==> src/rtl/rf_bypass_sb.sv <==
// rf_bypass_sb: dual-write-port register file with write-to-read bypass,
// synchronous clear and a per-register pending scoreboard with a registered
// count of outstanding destinations.
module rf_bypass_sb #(
    parameter int DATA_W   = 32,
    parameter int ADDR_W   = 5,
    parameter int ZERO_REG = 1
) (
    input  logic              clk,
    input  logic              rst,
    input  logic [ADDR_W-1:0] rs1,
    input  logic [ADDR_W-1:0] rs2,
    output logic [DATA_W-1:0] rv1,
    output logic [DATA_W-1:0] rv2,
    output logic              busy1,
    output logic              busy2,
    input  logic              we0,
    input  logic [ADDR_W-1:0] rd0,
    input  logic [DATA_W-1:0] wd0,
    input  logic              we1,
    input  logic [ADDR_W-1:0] rd1,
    input  logic [DATA_W-1:0] wd1,
    input  logic              rsv_en,
    input  logic [ADDR_W-1:0] rsv_rd,
    output logic [ADDR_W:0]   pend_cnt
);

    localparam int                DEPTH    = 2 ** ADDR_W;
    localparam bit                ZR       = (ZERO_REG != 0);
    localparam logic [ADDR_W-1:0] ZERO_IDX = '0;

    // Whole-file clear on reset rules out a RAM macro; the array is flops.
    logic [DATA_W-1:0] regs_reg [DEPTH];
    logic [DEPTH-1:0]  pend_reg;
    logic [DEPTH-1:0]  pend_next;
    logic [ADDR_W:0]   cnt_reg;
    logic [ADDR_W:0]   cnt_next;

    // A write that actually lands in the array (hardwired zero register drops it).
    logic wr0_ok;
    logic wr1_ok;
    assign wr0_ok = we0 && !(ZR && (rd0 == ZERO_IDX));
    assign wr1_ok = we1 && !(ZR && (rd1 == ZERO_IDX));

    // Array update; port 1 is written last so it wins an index collision.
    always_ff @(posedge clk) begin
        if (rst) begin
            for (int i = 0; i < DEPTH; i++) begin
                regs_reg[i] <= '0;
            end
        end else begin
            if (wr0_ok) begin
                regs_reg[rd0] <= wd0;
            end
            if (wr1_ok) begin
                regs_reg[rd1] <= wd1;
            end
        end
    end

    // Next pending bit per register: a new reservation beats a same-cycle
    // writeback, since it names a newer producer for that destination.
    generate
        for (genvar gi = 0; gi < DEPTH; gi++) begin : g_pend
            localparam logic [ADDR_W-1:0] IDX = ADDR_W'(gi);
            logic set_hit;
            logic clr_hit;
            assign set_hit = rsv_en && (rsv_rd == IDX);
            assign clr_hit = (we0 && (rd0 == IDX)) || (we1 && (rd1 == IDX));
            if (ZR && (gi == 0)) begin : g_zero
                assign pend_next[gi] = 1'b0;
            end else begin : g_norm
                assign pend_next[gi] = set_hit | (pend_reg[gi] & ~clr_hit);
            end
        end
    endgenerate

    // Count of pending bits as they will stand after this edge.
    always_comb begin
        cnt_next = '0;
        for (int i = 0; i < DEPTH; i++) begin
            cnt_next = cnt_next + (ADDR_W + 1)'(pend_next[i]);
        end
    end

    // Scoreboard and its count advance together so they never disagree.
    always_ff @(posedge clk) begin
        if (rst) begin
            pend_reg <= '0;
            cnt_reg  <= '0;
        end else begin
            pend_reg <= pend_next;
            cnt_reg  <= cnt_next;
        end
    end

    assign pend_cnt = cnt_reg;

    // Two identical read ports: zero register, then port 1, then port 0 bypass,
    // then the array. A bypassed operand is available, hence never busy.
    logic [1:0][ADDR_W-1:0] rs_sel;
    logic [1:0][DATA_W-1:0] rv_sel;
    logic [1:0]             busy_sel;

    assign rs_sel[0] = rs1;
    assign rs_sel[1] = rs2;

    generate
        for (genvar gi = 0; gi < 2; gi++) begin : g_rd
            logic is_zero;
            logic hit0;
            logic hit1;
            assign is_zero = ZR && (rs_sel[gi] == ZERO_IDX);
            assign hit0    = we0 && (rd0 == rs_sel[gi]);
            assign hit1    = we1 && (rd1 == rs_sel[gi]);
            assign rv_sel[gi] = is_zero ? '0 :
                                hit1    ? wd1 :
                                hit0    ? wd0 :
                                          regs_reg[rs_sel[gi]];
            assign busy_sel[gi] = ~is_zero & pend_reg[rs_sel[gi]] & ~hit0 & ~hit1;
        end
    endgenerate

    assign rv1   = rv_sel[0];
    assign rv2   = rv_sel[1];
    assign busy1 = busy_sel[0];
    assign busy2 = busy_sel[1];

endmodule

==> config.mk <==
export PLATFORM = sky130hd
export DESIGN_NAME = rf_bypass_sb
export DESIGN_NICKNAME = d
export VERILOG_FILES = /design/src/rtl/rf_bypass_sb.sv
export SDC_FILE = /design/constraint.sdc
export NUM_CORES = 2
export LEC_CHECK = 0
export CAP_MARGIN = 0
export CORE_ASPECT_RATIO = 1.2
export CORE_MARGIN = 3
export CORE_UTILIZATION = 35
export CTS_CLUSTER_DIAMETER = 30
export CTS_CLUSTER_SIZE = 14
export DETAILED_ROUTE_END_ITERATION = 12
export GPL_ROUTABILITY_DRIVEN = 1
export HOLD_SLACK_MARGIN = 0.02
export SYNTH_ARGS = -nofsm -noshare
export SYNTH_HDL_FRONTEND = slang
export SYNTH_SLANG_ARGS = --single-unit
==> constraint.sdc <==
create_clock -name clk -period 9.3 [get_ports clk]
set_clock_uncertainty 0.15 [all_clocks]
set_input_delay 1.395 -clock clk [delete_from_list [all_inputs] [get_ports clk]]
set_output_delay 1.395 -clock clk [all_outputs]
set_load 0.01 [all_outputs]
==> results by group <==
CTS
  • Root buffer cell: clkbuf_16
  • Clk_lat worst skew: about 800 ps
  • Post-CTS Setup Repair Bufs: 0
  • Post-CTS sizing: 0
  • Hold_buf cts: 0
  • Sink Count: ~1100
  • Clock buffer depth: 3
  • CTS H-Tree Depth: 4
  • Num CTS Buffers: between 150 and 200
  • CTS clk-pin slew, worst paths: 40 ps
  • TritonCTS clock tree: built

Power
  • Leakage power: around 0.025 uW
  • Worst vdd ir: 0.171 mV
  • Sw Pwr: 3840 uW
  • Comb pwr share: 0.125
  • Sw Ratio: 0.260
  • P_int: 10900 uW
  • Register share of total power: 0.385
  • Clock group share of total power: 0.490
  • Pwr Density: 201 mW/mm2

Setup path
  • Crit Path Category: input port to flip-flop
  • Setup crit end kind: flip-flop
  • Worst-case reg-to-reg path depth: 19
  • Worst-path cell chain: clkdlybuf4s50_1, nand4b_1, nor2_1, a21oi_1, a22oi_1, fa_1, fa_1, inv_1, fa_1, inv_1, fa_1, fa_1, inv_1, fa_1, inv_1, fa_1, fa_1, inv_1, a21o_1, a21oi_1, xor2_1, nor2_1
  • CP max stage delay: ~940 ps
  • Data required, critical path: about 9800 ps
  • Startpoint types: input port
  • Critical Path AT: ~8100 ps
  • Critical-path maximum fanout: 16
  • Most frequent CP cell: fa_1
  • CP max stage cell: clkdlybuf4s50_1

Finish
  • Most frequent cells in the layout: a22o_1, edfxtp_1, mux4_2
  • Post-route insts no fill: 6898
  • Largest register FFs: slightly above 1000
  • Synthesis-to-finish area growth: 16.5%
  • Share of layout cells above drive strength 1: 0.237
  • Most common cell after layout, fill and taps aside: a22o_1
  • Design area: around 0.073 mm2
  • Layout Nets: 4446
  • Util after Layout: 0.411

Synthesis
  • Netlist Area Pre-Place: roughly 0.063 mm2
  • Yosys cell types: 64
  • Share of the synthesized area in the top cell type: 0.488
  • Ys async rst share: 0
  • Area contributors post-synth: edfxtp_1, a22o_1, mux4_2, mux2i_1, clkbuf_1
  • Post-synth EDFFs: 1024
  • Total number of yosys warnings: 0
  • #FFs+latches synth: approximately 1100
  • Post-Syn Instances: 4439
  • Post-synthesis sequential area ratio: 0.500
  • Yosys top cell by area: edfxtp_1
  • Most used DFF post-synth: edfxtp_1
  • Synth Area per Inst: around 14 um2

Drt
  • DR WL/cell: a little under 40 um
  • Remaining antenna violation count: 0
  • Drt pass-1 iters: 6
  • Via count: a little under 50000
  • Drc violations: 0
  • Final wirelength: 273000 um
  • DR iter-0 viols: roughly 7500
  • Avg Vias per Cell: around 7.1

Placed design
  • Placed Cells: between 6000 and 7000
  • GPL Wtd Cong: 0.874
  • I/O Buffers: 165
  • Detail Placement HPWL: around 150000 um
  • Place WS: 1040 ps
  • Dpl cell area: 0.0668 mm2

GRT
  • Vias in the first global route: 49000
  • Global-route wire length before repair: around 380000 um
  • GRT Total Usage: 0.284
  • Initial antenna violation count: 8
  • Total grt overflow: 0
  • Largest net degree at the start of global routing: ~120

Run status
  • Status: complete, no violations

Floorplan
  • Placeable core area: 0.179 mm2
  • # IOs: around 170
  • Die height: between 400 and 500 um
  • Die area: approximately 0.19 mm2
  • Die X: 393 um
  • Initial Utilization: 0.352
  • Rows: 170

Min path
  • HP Class: flip-flop to flip-flop
  • Cell count of the worst hold path: 2

STA
  • Setup repair after global routing missed its margin: no
  • Slew HR: 0.0671
  • Worst-Margin Slew: 1400 ps
  • Final worst-path cycle share: 0.814
  • Final max-slew violation count: 0
  • Setup TNS: 0 ps
  • Fmax: roughly 130 MHz
  • Fin. Hold Viols: 0
  • Final setup margin: about 1700 ps
  • Final setup viols: 0
  • Final worst path period need: between 7000 and 8000 ps

Job
  • Max_cap viols: 0
area by class of cell:
cell class                      count  area, um2
Antenna cell                        9       22.5
Sequential cell                  1061      31500
Inverter                           24       90.1
Clock inverter                    138       1750
Timing Repair Buffer              380       3350
Multi-Input combinational cell   2667      28900
Tap cell                         2408       3010
Fill cell                       16200     105000
Clock buffer                      211       4850
through the flow:
| stage | power [uW] | hold WS [ps] |
|---|---|---|
| floorplan | 6810 | 350 |
| global placement | 7520 | 433 |
| detailed placement | 7550 | 422 |
| CTS | 14700 | 454 |
| global route | 15100 | 482 |
| finish | 14800 | 446 |
power groups by stage:
stage	Sequential, uW	Clock, uW	Combinational [uW]
after floorplan	5710	0	1100
final	5680	7240	1850
after CTS	5670	7260	1800
after global routing	5700	7460	1890
after global placement	5730	0	1790
after detailed placement	5760	0	1790
Yosys cell counts (all sizes together) (5+ instances only):
master  count
xnor2      13
mux2i     194
a211oi     64
mux2      122
inv        24
a211o      12
xor2       10
a22oi      28
a221o      62
nand3       5
dfxtp      37
nor2       74
and3b       8
o221ai     64
fa         23
a22o     1059
clkbuf    407
a32o        7
nor2b      35
a21oi      12
ha          7
buf       311
nor3       35
nor3b      15
a32oi       7
mux4      408
a221oi     60
nand2b     27
nand2      94
o211a      60
and3        7
and2       12
edfxtp   1024
nor4       73
worst paths after layout:
| kind | from | end | slack, ps |
|---|---|---|---|
| setup reg to reg | pend_reg[24]$_SDFF_PP0_ | pend_cnt[4]$_SDFF_PP0_ | 3870 |
| hold / removal | pend_reg[31]$_SDFF_PP0_ | pend_reg[31]$_SDFF_PP0_ | 450 |
| setup / recovery | rd1[4] | pend_cnt[4]$_SDFF_PP0_ | 1730 |
| hold reg to reg | pend_reg[31]$_SDFF_PP0_ | pend_reg[31]$_SDFF_PP0_ | 450 |
layer usage:
layer / global-route usage / part of all wire / routed length, um
met1: 0.341 / 0.34 / 93200
met2: 0.440 / 0.46 / 124000
met3: 0.0915 / 0.13 / 36400
met4: 0.181 / 0.070 / 19000
met5: 0 / 0.000048 / 13
kinds of logic after synthesis:
| group | after synthesis | share of synthesized area |
|---|---|---|
| flip-flops | 1061 | 0.500 |
| other | 1 | 0.0000595 |
| multiplexers | 724 | 0.198 |
| adder cells (fa/ha/maj) | 30 | 0.00869 |
| AND/OR/NAND/NOR | 409 | 0.0364 |
| XOR/XNOR | 23 | 0.00320 |
| buffers and inverters | 742 | 0.0526 |
| AO/OA/AOI/OAI | 1449 | 0.201 |
critical path, delay by kind of cell:
family	cells	cell delay, ps
XOR/XNOR	1	130
AND/OR/NAND/NOR	3	940
AO/OA/AOI/OAI	4	600
buffers and inverters	6	1220
adder cells (fa/ha/maj)	8	3780
(Power assumes the default switching activity.)
